**config.mk**
```make
export PLATFORM = sky130hd
export DESIGN_NAME = foobar_event_fifo
export DESIGN_NICKNAME = d
export VERILOG_FILES = /design/src/rtl/foobar_pkg.sv /design/src/rtl/sync_fifo.sv /design/src/rtl/foobar_event_fifo.sv
export SDC_FILE = /design/constraint.sdc
export NUM_CORES = 1
export LEC_CHECK = 0
export BUFFER_PORTS_ARGS = -buffer_cell sky130_fd_sc_hd__buf_2
export CORE_AREA = 2 2 123 125
export CTS_BUF_LIST = sky130_fd_sc_hd__clkbuf_16
export DETAILED_ROUTE_END_ITERATION = 10
export DIE_AREA = 0 0 125 127
export GPL_TIMING_DRIVEN = 0
export HOLD_SLACK_MARGIN = 0.02
export PLACE_DENSITY = 0.49
export SLEW_MARGIN = 20
export SYNTH_ARGS = -nofsm -noshare
export SYNTH_HDL_FRONTEND = slang
export SYNTH_HIERARCHICAL = 1
export SYNTH_SLANG_ARGS = --single-unit
```
**constraint.sdc**
```tcl
create_clock -name clk -period 2.6 [get_ports clk]
set_input_delay 0.26 -clock clk [delete_from_list [all_inputs] [get_ports clk]]
set_output_delay 0.26 -clock clk [all_outputs]
set_load 0.01 [all_outputs]
```
**src/rtl/foobar_pkg.sv**
```systemverilog
// Shared types for the foobar logging path.
//   kind_t  : event classification, bit 1 = foo, bit 0 = bar
//   event_t : one captured event at the default count width
//   CNT_W   : default width of the foobar count field
package foobar_pkg;

  localparam int CNT_W = 8;

  typedef enum logic [1:0] {
    KIND_NONE   = 2'b00,
    KIND_BAR    = 2'b01,
    KIND_FOO    = 2'b10,
    KIND_FOOBAR = 2'b11
  } kind_t;

  typedef struct packed {
    kind_t            kind;
    logic [CNT_W-1:0] count;
  } event_t;

endpackage

```
**src/rtl/sync_fifo.sv**
```systemverilog
// Generic first-word-fall-through synchronous FIFO.
// Ports:
//   clk, rst      : clock, synchronous active-low reset
//   push, wdata   : write request and data; accepted when not full, or
//                   when full and an effective pop frees a slot that edge
//   pop           : read request; ignored while empty
//   rdata         : head entry (mem[rd_ptr]), valid whenever !empty
//   level         : occupancy 0..DEPTH (registered)
//   full, empty   : registered flags derived from the level counter
module sync_fifo #(
  parameter int WIDTH = 10,
  parameter int DEPTH = 8
) (
  input  logic                     clk,
  input  logic                     rst,
  input  logic                     push,
  input  logic [WIDTH-1:0]         wdata,
  input  logic                     pop,
  output logic [WIDTH-1:0]         rdata,
  output logic [$clog2(DEPTH):0]   level,
  output logic                     full,
  output logic                     empty
);

  localparam int AW = $clog2(DEPTH);
  localparam int LW = AW + 1;

  logic [WIDTH-1:0] mem [DEPTH];
  logic [AW-1:0]    wr_ptr;
  logic [AW-1:0]    rd_ptr;
  logic             do_push;
  logic             do_pop;
  logic [LW-1:0]    level_next;

  assign do_pop  = pop & ~empty;
  // A full FIFO still takes a write when the head leaves on the same edge.
  assign do_push = push & (~full | do_pop);

  always_comb begin
    level_next = level;
    if (do_push && !do_pop) level_next = level + LW'(1);
    else if (do_pop && !do_push) level_next = level - LW'(1);
  end

  always_ff @(posedge clk) begin
    if (!rst) begin
      wr_ptr <= '0;
      rd_ptr <= '0;
      level  <= '0;
      full   <= 1'b0;
      empty  <= 1'b1;
    end else begin
      // DEPTH is a power of two, so the pointers wrap on their own.
      if (do_push) wr_ptr <= wr_ptr + AW'(1);
      if (do_pop)  rd_ptr <= rd_ptr + AW'(1);
      level <= level_next;
      full  <= (level_next == LW'(DEPTH));
      empty <= (level_next == '0);
    end
  end

  // Storage carries no reset; stale contents are never visible because
  // the read side is qualified by empty.
  always_ff @(posedge clk) begin
    if (do_push) mem[wr_ptr] <= wdata;
  end

  assign rdata = mem[rd_ptr];

endmodule

```
**src/rtl/foobar_event_fifo.sv**
```systemverilog
// Captures foo/bar events from the foobar counter stage and buffers them
// for a downstream logger.
// Ports:
//   clk, rst             : clock, synchronous active-low reset
//   en, foo, bar, count  : foobar stage outputs; an event is captured when
//                          en & (foo | bar) at a rising edge
//   out_valid/out_ready  : output handshake (see below)
//   out_kind, out_count  : head entry, forced to 0 while empty
//   level, full, empty   : occupancy status
//   drop_count           : saturating count of events lost to overflow
//
// Handshake: an entry transfers on a rising edge where out_valid and
// out_ready are both 1. out_valid never drops and out_kind/out_count never
// change while out_valid = 1 and out_ready = 0. out_ready is ignored while
// out_valid = 0.
module foobar_event_fifo #(
  parameter int CNT_W  = 8,
  parameter int DEPTH  = 8,
  parameter int DROP_W = 8
) (
  input  logic                   clk,
  input  logic                   rst,
  input  logic                   en,
  input  logic                   foo,
  input  logic                   bar,
  input  logic [CNT_W-1:0]       count,
  output logic                   out_valid,
  input  logic                   out_ready,
  output logic [1:0]             out_kind,
  output logic [CNT_W-1:0]       out_count,
  output logic [$clog2(DEPTH):0] level,
  output logic                   full,
  output logic                   empty,
  output logic [DROP_W-1:0]      drop_count
);

  import foobar_pkg::*;

  localparam int W = 2 + CNT_W;

  kind_t          cap_kind;
  logic           push_req;
  logic           pop;
  logic           drop;
  logic [W-1:0]   wdata;
  logic [W-1:0]   rdata;

  assign cap_kind = kind_t'({foo, bar});
  assign push_req = en & (foo | bar);
  assign pop      = out_valid & out_ready;
  // Lost only when there is no room now and no slot freed this edge.
  assign drop     = push_req & full & ~pop;
  assign wdata    = {cap_kind, count};

  sync_fifo #(
    .WIDTH (W),
    .DEPTH (DEPTH)
  ) u_fifo (
    .clk   (clk),
    .rst   (rst),
    .push  (push_req),
    .wdata (wdata),
    .pop   (pop),
    .rdata (rdata),
    .level (level),
    .full  (full),
    .empty (empty)
  );

  assign out_valid = ~empty;
  assign out_kind  = empty ? 2'b00 : rdata[W-1 -: 2];
  assign out_count = empty ? '0 : rdata[CNT_W-1:0];

  always_ff @(posedge clk) begin
    if (!rst) begin
      drop_count <= '0;
    end else if (drop && (drop_count != '1)) begin
      drop_count <= drop_count + DROP_W'(1);
    end
  end

endmodule

```
# Word-level counts from Yosys, hierarchy flattened
# Memory sizes are Yosys's and may differ from the RTL's. A register that Yosys moved wholly into a read port is not among the register bits.
# Index checks and enable logic that the tools add are counted.
[totals]
ff_bits = 20
ram_bits = 80
in_bits = 14
output_inout_bits = 25
word_cells = 39
n_memories = 1
[classes]
add_sub_neg = 5
n_eq_ne = 2
n_mux = 8
bitwise = 11
reduce_logical = 6
[memory_table]
columns = ["name", "words", "word_bits", "rd", "rd_ports_with_merged_regs", "write_ports", "line_no", "source"]
rows = [
  ["u_fifo.mem", 8, 10, 1, 1, 1, "sync_fifo.sv:28", "logic [WIDTH-1:0] mem [DEPTH];"],
]
[op_table]
columns = ["op", "count"]
rows = [
  ["8-bit by 1-bit adder with 8-bit output, second input constant", 1],
  ["4-bit two-way mux", 2],
  ["8-bit two-way mux", 1],
  ["8-bit inequality test, second input constant", 1],
  ["3-bit by 1-bit adder with 3-bit output, second input constant", 2],
  ["1-bit bitwise AND", 6],
  ["3-bit two-way mux", 2],
  ["4-bit by 1-bit adder with 4-bit output, second input constant", 1],
  ["4-bit equality test, second input constant", 1],
  ["4-bit zero test", 1],
  ["4-bit by 1-bit subtractor with 4-bit output, second input constant", 1],
  ["1-bit logical AND", 3],
  ["1-bit NOT", 3],
  ["1-bit zero test", 2],
  ["1-bit two-way mux", 2],
  ["2-bit two-way mux", 1],
  ["1-bit bitwise OR", 2],
]

# Longest topological paths before layout
# Gate-level depths: netlist of run 1.
[logic_depth]
ltp_word = 10
mapped_depth = 7
mapped_depth_nobuf = 7

# By module
# Netlist of run 1, hierarchy kept.
[modules_own_cells]
columns = ["mod", "n_inst", "cells_each", "area_each_um2"]
rows = [
  ["sync_fifo", 1, 200, 3757.4],
  ["foobar_event_fifo", 1, 63, 506.7],
]

# Least setup slack after synthesis of run 1
# Ideal clock, no wire load.
[synth_path]
kind = "flip-flop to flip-flop"
from = "register u_fifo.empty"
to = "memory u_fifo.mem[0][0] (enable)"
setup_time_ns = 0.390
arrival_ns = 1.874
required_time_ns = 2.210
setup_slack_ns = 0.336
path_stages_with_launch = 6
path_buffers = 0
period_less_slack_ns = 2.264
path_cell_list = "dfxtp_1 > nor2b_1 > nand2b_4 > a21boi_4 > nand2b_1 > nor3_1"
[synth_via]
elab_chain_len = 7
[synth_lines]
columns = ["element", "line_no", "source"]
rows = [
  ["start, declared", "sync_fifo.sv:22", "output logic empty"],
  ["start signal, assigned", "sync_fifo.sv:58", "empty <= (level_next == '0);"],
  ["1-bit NOT", "foobar_event_fifo.sv:70", "assign out_valid = ~empty;"],
  ["1-bit bitwise AND", "foobar_event_fifo.sv:50", "assign pop = out_valid & out_ready;"],
  ["named net pop", "foobar_event_fifo.sv:43", "logic pop;"],
  ["1-bit bitwise AND", "sync_fifo.sv:35", "assign do_pop = pop & ~empty;"],
  ["1-bit bitwise OR", "sync_fifo.sv:37", "assign do_push = push & (~full | do_pop);"],
  ["1-bit bitwise AND", "sync_fifo.sv:37", ""],
  ["1-bit two-way mux", "sync_fifo.sv:65", "if (do_push) mem[wr_ptr] <= wdata;"],
  ["1-bit two-way mux (implied by the code)", "sync_fifo.sv:65", ""],
  ["end, declared", "sync_fifo.sv:28", ""],
]
# The timed path passes the listed nets, and every way through them passes these cells.

==> results.cfg, run 1 <==
[run_status]
status = complete, no violations

[grt]
antenna_found_initial = 0
grt_usage_pct = 11.5
grt_max_degree = 17
grt_overflow = 0
grt_pass1_vias = 2344
grt_pass1_wl_mm = 13.7

[worst_setup_path]
setup.worst_path.class = reg2out
cp.required_ps = 2340
worstPathArrival_ps = 2210
start_kind = flip-flop
critPathCaptureType = output pin
reg2reg_from = u_fifo/empty
r2r_end = u_fifo/mem[6][7]
cp_max_fo = 10
ff2ff_path_depth = 5
rrSetupSlack_ps = 180

[layout]
regArea_um2 = 2860
antenna_cells = 0
syn_to_final_growth_pct = 18.0
layout_commonest_cell = edfxtp_1
drive_above_1_share_pct = 33.9
layout.nets = 333
num-fill-cells = 1433
mostFrequentLayoutCells = edfxtp_1, buf_2, dfxtp_1
multiInputGateArea_um2 = 1380

[timing]
setup_slack_ps = 134
max_freq_mhz = 406
final.setup_skew_ps = 3.95
min_period_ps = 2470
finalMaxSlewViolations = 0
rsz0062_at_grt = false
finalHoldViolations = 0
relSlewSlack_pct = 47.0
tightestPinTransition_ps = 794
finalCritPeriodShare_pct = 94.8
setup_violations = 0

[synth]
synth_area_um2 = 4260
synth_seq_area_share_pct = 67.1
syn_nets = 282
yosysTopAreaCellShare_pct = 56.3
synth.distinct_cells = 50
synthTopCellsByArea = edfxtp_1, dfxtp_1, mux4_2
yosysTopAreaCell = edfxtp_1
ys_seq_elements = 103
yosys_warnings = 6
syn-mean-instance-area_um2 = 16.2
synthCells = 263

[floorplanning]
die_w_um = 125
design.die.area_um2 = 15900
die_height_um = 127
ioPinCount = 39
placement_rows = 44
initial_core_util_pct = 29.6
coreArea_um2 = 14400

[placed_design]
dp_hpwl_mm = 5.59
port_buffers = 38
place_congestion = 0.742
pre_cts_slack_ps = 95.9

[min_path]
hold_depth = 1
hold_path_startpoint = count[6]
hp-class = in2reg
hold_end = u_fifo/mem[5][6]

[drt]
drt_first_pass_iters = 4
num_vias = 2396
drc = 0
wl_per_cell_um = 17.5
viasPerCell = 4.76
finalWirelength_mm = 8.81
initialDrtViolationCount = 229
ant_nets = 0

[power_and_ir_drop]
power_density_nw_per_um2 = 697
peakVddDrop_mv = 0.314
totalPowerFinal_mw = 3.51
leakagePower_nw = 1.73

[job]
cap_violations = 0

[cts]
clock_sinks = 103
clkSlewWorstSetupHoldPaths_ps = 70
postCtsSetupBuffers = 0
cts-htree-levels = 3
cts_tree = built
clk_latency_ps = 330
cts_buffers = 9
cts_buffer_depth = 2
cts_root_buffer = clkbuf_16
## critical path, stage by stage, from the launching register on
cell     delay, ps
dfxtp_1        320
buf_2          410
mux4_2         550
mux2_2         290
nor2b_1        140
buf_2          160
## sequential cells by signal, summed over array words and instances (netlist names), named ones only
register	count
u_fifo/level	4
drop_count	8
u_fifo/empty	1
u_fifo/mem	80
u_fifo/rd_ptr	3
u_fifo/wr_ptr	3
u_fifo/full	1
## layer usage
| metal | up-vias | track usage, % | part of all wire, % |
|---|---|---|---|
| met5 | - | 0 | 0 |
| met1 | 1205 | 16.1 | 48 |
| met2 | 56 | 17.8 | 46 |
| met3 | 10 | 3.22 | 4.5 |
| met4 | 0 | 2.94 | 1.1 |
| li1 | 1125 | - | - |
## where the power goes
group          internal (mW)  switching, mW
registers               1.81         0.0344
logic                  0.164          0.189
clock network          0.741          0.567
## metrics by stage
stage	std cells	hold WS, ps	TNS, ps	cell area (µm²)	util, %
2_1_floorplan	263	359	0	4260	-
3_3_place_gp	485	490	-17900	4680	32.5
3_5_place_dp	487	494	0	4730	32.8
4_1_cts	503	182	0	5020	34.8
5_1_grt	503	202	0	5030	34.9
6_report	503	192	0	5030	34.9
## what timing repair did
action                                  4_1_cts  5_1_grt
hold buffers                                  0        0
endpoints found under the setup margin        3       10
gates resized for setup                       1        3
## worst max-delay path by stage
stage / start / endpoint / cells past startpoint
floorplan: u_fifo/empty / u_fifo/mem[0][0] / 5
global placement: u_fifo/empty / u_fifo/mem[0][4] / 5
detailed placement: u_fifo/empty / u_fifo/mem[0][4] / 6
CTS: flip-flop / out_count[6] / 5
global route: flip-flop / out_count[0] / 5
finish: flip-flop / out_count[6] / 5
## cell families after synthesis
logic type | synth area share, %
DFF | 67.1
and+or+nand+nor | 10.6
muxes | 13.7
AOI/OAI and AO/OA | 5.14
buffers and inverters | 1.20
adders and majority gates | 1.47
xor gates and xnor gates | 0.822
## synth_stat cells (all sizes together)
library cell  number
nor2              16
a41o               1
nand2             10
or4                2
edfxtp            80
mux2i              2
nor2b             14
nand4              1
a31o               1
o21a               2
nand4b             1
o211ai             1
and3               1
nand3b             1
nand2b             7
ha                 5
a21boi             3
nor3               3
o311ai             1
a31oi              3
o211a              1
mux2              10
nor4bb             1
dfxtp             23
and2               6
inv                5
clkbuf             5
mux4              20
o31ai              2
or3                2
buf                3
and4               1
and2b              1
or2                1
a21oi              8
o21ai              4
nand3              7
a32oi              1
and3b              1
xnor2              4
o41ai              2
## area by class of cell
cell class              count  area share (%)
well taps                 184            4.58
clock inverters             7            1.29
flip-flops and latches    103            56.9
clock buffers               9            4.48
plain buffers               8           0.696
repair buffers             40            4.23
multi-input cells         147            27.5
inverters                   5           0.373
(Power assumes the default switching activity.)
==> inputs of run 2 (changes only) <==
==> constraint.sdc (replaced) <==
create_clock -name clk -period 2.8 [get_ports clk]
set_input_delay 0.28 -clock clk [delete_from_list [all_inputs] [get_ports clk]]
set_output_delay 0.28 -clock clk [all_outputs]
set_load 0.01 [all_outputs]
==> results.cfg, run 2 (synthesized netlist as in run 1, its figures left out) <==
[run_status]
status = complete, no violations

[cts]
clk_latency_ps = 340
clock_sinks = 103
postCtsSetupBuffers = 0
cts_root_buffer = clkbuf_16
cts_buffer_depth = 2
clkSlewWorstSetupHoldPaths_ps = 70
cts_tree = built
cts_buffers = 9
cts_resized = 0
holdBufCountCts = 0
cts-htree-levels = 3

[timing]
min_period_ps = 2620
max_freq_mhz = 382
tightestPinTransition_ps = 885
rsz0062_at_grt = false
final.setup_skew_ps = 3.83
relSlewSlack_pct = 41.0
finalMaxSlewViolations = 0
finalCritPeriodShare_pct = 93.5
finalHoldViolations = 0
setup_slack_ps = 181
setup_violations = 0

[drt]
num_vias = 2406
drt_first_pass_iters = 4
drc = 0
wl_per_cell_um = 17.5
viasPerCell = 4.78
initialDrtViolationCount = 224
ant_nets = 0
finalWirelength_mm = 8.80

[worst_setup_path]
slowest_stage = clkbuf_1
r2r_end = u_fifo/mem[0][2]
worstPathArrival_ps = 2340
critPathCaptureType = output pin
crit_family = buffers and inverters
critPathBufInv = 2
rrSetupSlack_ps = 350
ff2ff_path_depth = 6
crit_end = out_count[6]
slowest_delay_ps = 670
cp.required_ps = 2520
reg2reg_from = u_fifo/empty
setup.worst_path.class = reg2out
worstSetupPathDepth = 5
crit_chain = clkbuf_1, mux4_2, mux2_2, nor2b_1, buf_2
start_kind = flip-flop
cp_max_fo = 10

[grt]
grt_max_degree = 17
grt_usage_pct = 11.5
antenna_found_initial = 0
grt_pass1_wl_mm = 13.7
grt_pass1_vias = 2344
grt_overflow = 0

[layout]
layout.nets = 333
fin_area_um2 = 5020
largestRegisters = u_fifo/mem x80, drop_count x8, u_fifo/level x4
fin_util_pct = 34.8
drive_above_1_share_pct = 33.2
top_register = u_fifo/mem
largest_reg_flops = 80
syn_to_final_growth_pct = 17.8
mostFrequentLayoutCells = edfxtp_1, buf_2, dfxtp_1
antenna_cells = 0
layout_commonest_cell = edfxtp_1

[floorplanning]
initial_core_util_pct = 29.6
coreArea_um2 = 14400
ioPinCount = 39
die_height_um = 127
design.die.area_um2 = 15900
placement_rows = 44
die_w_um = 125

[power_and_ir_drop]
p_switching_mw = 0.733
leakagePower_nw = 1.73
internal-power_mw = 2.52
power_frac_seq_pct = 52.6
power_switching_share_pct = 22.5
totalPowerFinal_mw = 3.26
comb_power_share_pct = 10.0
p_clk_share_pct = 37.3
power_density_nw_per_um2 = 648
peakVddDrop_mv = 0.291

[placed_design]
dp_hpwl_mm = 5.59
port_buffers = 38
place_area_um2 = 4730
pre_cts_slack_ps = 296
place_congestion = 0.742

[min_path]
hp-class = in2reg

[job]
cap_violations = 0
-- run 2: stage by stage --
step | std cells | TNS [ps] | hold WS, ps
6_report | 503 | 0 | 213
3_5_place_dp | 487 | 0 | 494
5_1_grt | 503 | 0 | 222
2_1_floorplan | 263 | 0 | 379
4_1_cts | 503 | 0 | 202
3_3_place_gp | 485 | -9320 | 490
-- run 2: power by group through the flow --
stage | sequential [mW] | combinational, mW | clock (mW)
floorplan | 1.75 | 0.207 | 0
global placement | 1.75 | 0.321 | 0
detailed placement | 1.75 | 0.336 | 0
CTS | 1.71 | 0.337 | 1.26
global route | 1.72 | 0.364 | 1.31
finish | 1.71 | 0.327 | 1.22
-- run 2: metal layers --
layer	wire, µm	GRT usage, %	vias to the layer above	part of all wire [%]
met5	0	0	-	0
met4	93	2.94	0	1.1
met3	473	3.22	10	5.4
met2	4040	17.8	64	46
met1	4190	16.1	1208	48
li1	-	-	1124	-
-- run 2: worst min-delay path by stage --
stage,startpoint,endpoint,slack [ps],cells after the start
final,count[6],u_fifo/mem[5][6],210,1
after global routing,count[4],u_fifo/mem[7][4],220,1
after CTS,count[6],u_fifo/mem[3][6],200,1
after floorplan,count[0],u_fifo/mem[0][0],380,0
after detailed placement,u_fifo/rd_ptr[1],flip-flop,490,2
after global placement,u_fifo/rd_ptr[1],u_fifo/rd_ptr[1],490,2
-- run 2: cell type report --
class,instances,area (µm²)
fill,1435,9400
clock buffer,9,225
clock inverter,7,65.1
timing repair buffer,40,213
tap,184,230
buffer,8,32.5
inverter,5,18.8
multi-input combinational,147,1380
sequential,103,2860
==> inputs of run 3 (changes only) <==
--- a/config.mk
+++ b/config.mk
@@ -6,10 +6,10 @@
 export NUM_CORES = 1
 export LEC_CHECK = 0
 export BUFFER_PORTS_ARGS = -buffer_cell sky130_fd_sc_hd__buf_2
-export CORE_AREA = 2 2 123 125
+export CORE_AREA = 2 2 129 119
 export CTS_BUF_LIST = sky130_fd_sc_hd__clkbuf_16
 export DETAILED_ROUTE_END_ITERATION = 10
-export DIE_AREA = 0 0 125 127
+export DIE_AREA = 0 0 131 121
 export GPL_TIMING_DRIVEN = 0
 export HOLD_SLACK_MARGIN = 0.02
 export PLACE_DENSITY = 0.49
==> results.cfg, run 3 (synthesized netlist as in run 1, its figures left out) <==
[worst_setup_path]
critPathCaptureType = output pin
slowest_delay_ps = 660
cp.required_ps = 2520
slowest_stage = clkbuf_1
r2r_end = u_fifo/mem[0][8]
reg2reg_from = u_fifo/empty
crit_chain = clkbuf_1, mux4_2, mux2_2, nor2b_1, buf_2
crit_family = buffers and inverters
rrSetupSlack_ps = 350
worstPathArrival_ps = 2330
critPathBufInv = 2
cp_max_fo = 10
setup.worst_path.class = reg2out
start_kind = flip-flop
ff2ff_path_depth = 6

[cts]
holdBufCountCts = 0
clock_sinks = 103
postCtsSetupBuffers = 0
cts_root_buffer = clkbuf_16
clkSlewWorstSetupHoldPaths_ps = 70
cts_tree = built
clk_latency_ps = 340
cts_resized = 0
cts_buffers = 9
cts_buffer_depth = 2
cts-htree-levels = 3

[drt]
ant_nets = 0
num_vias = 2368
viasPerCell = 4.58
drc = 0
initialDrtViolationCount = 151
wl_per_cell_um = 16.6
finalWirelength_mm = 8.57
drt_first_pass_iters = 4

[grt]
antenna_found_initial = 0
grt_overflow = 0
grt_pass1_wl_mm = 13.4
grt_use_met2_pct = 18.1
grt_pass1_vias = 2401
grt_max_degree = 18
grtUsageMet3_pct = 3.26
gr-usage-met1_pct = 16.2
busiest_layer = met2
grt_usage_pct = 11.8

[layout]
layout_commonest_cell = edfxtp_1
num-fill-cells = 1402
largestRegisters = u_fifo/mem x80, drop_count x8, u_fifo/level x4
mostFrequentLayoutCells = edfxtp_1, buf_2, dfxtp_1
largest_reg_flops = 80
layout.nets = 333
drive_above_1_share_pct = 33.2
antenna_cells = 0
fin_util_pct = 35.0
fin_area_um2 = 5060
top_register = u_fifo/mem
syn_to_final_growth_pct = 18.8

[timing]
final.setup_skew_ps = 8.07
max_freq_mhz = 384
tightestPinTransition_ps = 867
finalCritPeriodShare_pct = 93.1
setup_violations = 0
finalHoldViolations = 0
timing.hold.ws_ps = 211
finalMaxSlewViolations = 0
setup_tns_ps = 0
setup_slack_ps = 194
min_period_ps = 2610
rsz0062_at_grt = false
relSlewSlack_pct = 42.2

[floorplanning]
coreArea_um2 = 14500
die_w_um = 131
initial_core_util_pct = 29.5
die_height_um = 121
ioPinCount = 39
design.die.area_um2 = 15900
placement_rows = 42

[power_and_ir_drop]
leakagePower_nw = 1.73
peakVddDrop_mv = 0.343
power_density_nw_per_um2 = 664

[placed_design]
place_congestion = 0.773
pre_cts_slack_ps = 76.4
port_buffers = 38
dp_hpwl_mm = 5.46
place_area_um2 = 4740

[run_status]
status = complete, no violations

[job]
cap_violations = 0

[min_path]
hold_depth = 1
hold_end = u_fifo/mem[5][5]
hp-class = in2reg
hold_path_startpoint = count[5]
## run 3: changes by cell type in the layout (fill, tap and decap cells not counted)
cell and change:
buf_6 -1, buf_4 +1, bufinv_16 +1, clkinv_2 -2, inv_1 -1, inv_6 +1
clkinv_1 +1
## run 3: worst max-delay path by stage
stage | startpoint | end | slack (ps) | depth (start not counted)
6_report | flip-flop | out_kind[0] | 190 | 5
5_1_grt | u_fifo/empty | u_fifo/mem[0][8] | 40 | 6
4_1_cts | u_fifo/empty | u_fifo/mem[7][9] | 60 | 5
3_5_place_dp | u_fifo/empty | u_fifo/mem[7][4] | 80 | 5
3_3_place_gp | u_fifo/empty | u_fifo/mem[0][4] | -440 | 5
2_1_floorplan | u_fifo/empty | u_fifo/mem[0][0] | 540 | 5
## run 3: power by group
part | leakage, nW | internal [mW] | switching [mW]
Sequential | 0.911 | 1.68 | 0.0317
Combinational | 0.664 | 0.151 | 0.172
Clock | 0.159 | 0.785 | 0.539
## run 3: layer usage
layer,share of wire [%],up-vias
met5,0,-
met4,0.96,0
met3,4.0,5
met2,45,52
met1,50,1182
li1,-,1129
## run 3: final cells by class
cell class | count | area (µm²) | area share [%]
buffer | 8 | 32.5 | 0.642
timing repair buffer | 40 | 209 | 4.13
inverter | 5 | 18.8 | 0.371
multi-input combinational | 147 | 1380 | 27.1
clock inverter | 7 | 93.8 | 1.85
tap | 198 | 248 | 4.89
clock buffer | 9 | 225 | 4.45
sequential | 103 | 2860 | 56.5
## run 3: stage by stage
step	total power [mW]	instances
after floorplan	1.95	263
after global placement	2.07	499
after detailed placement	2.08	501
after CTS	3.42	517
after global routing	3.50	517
final	3.36	517
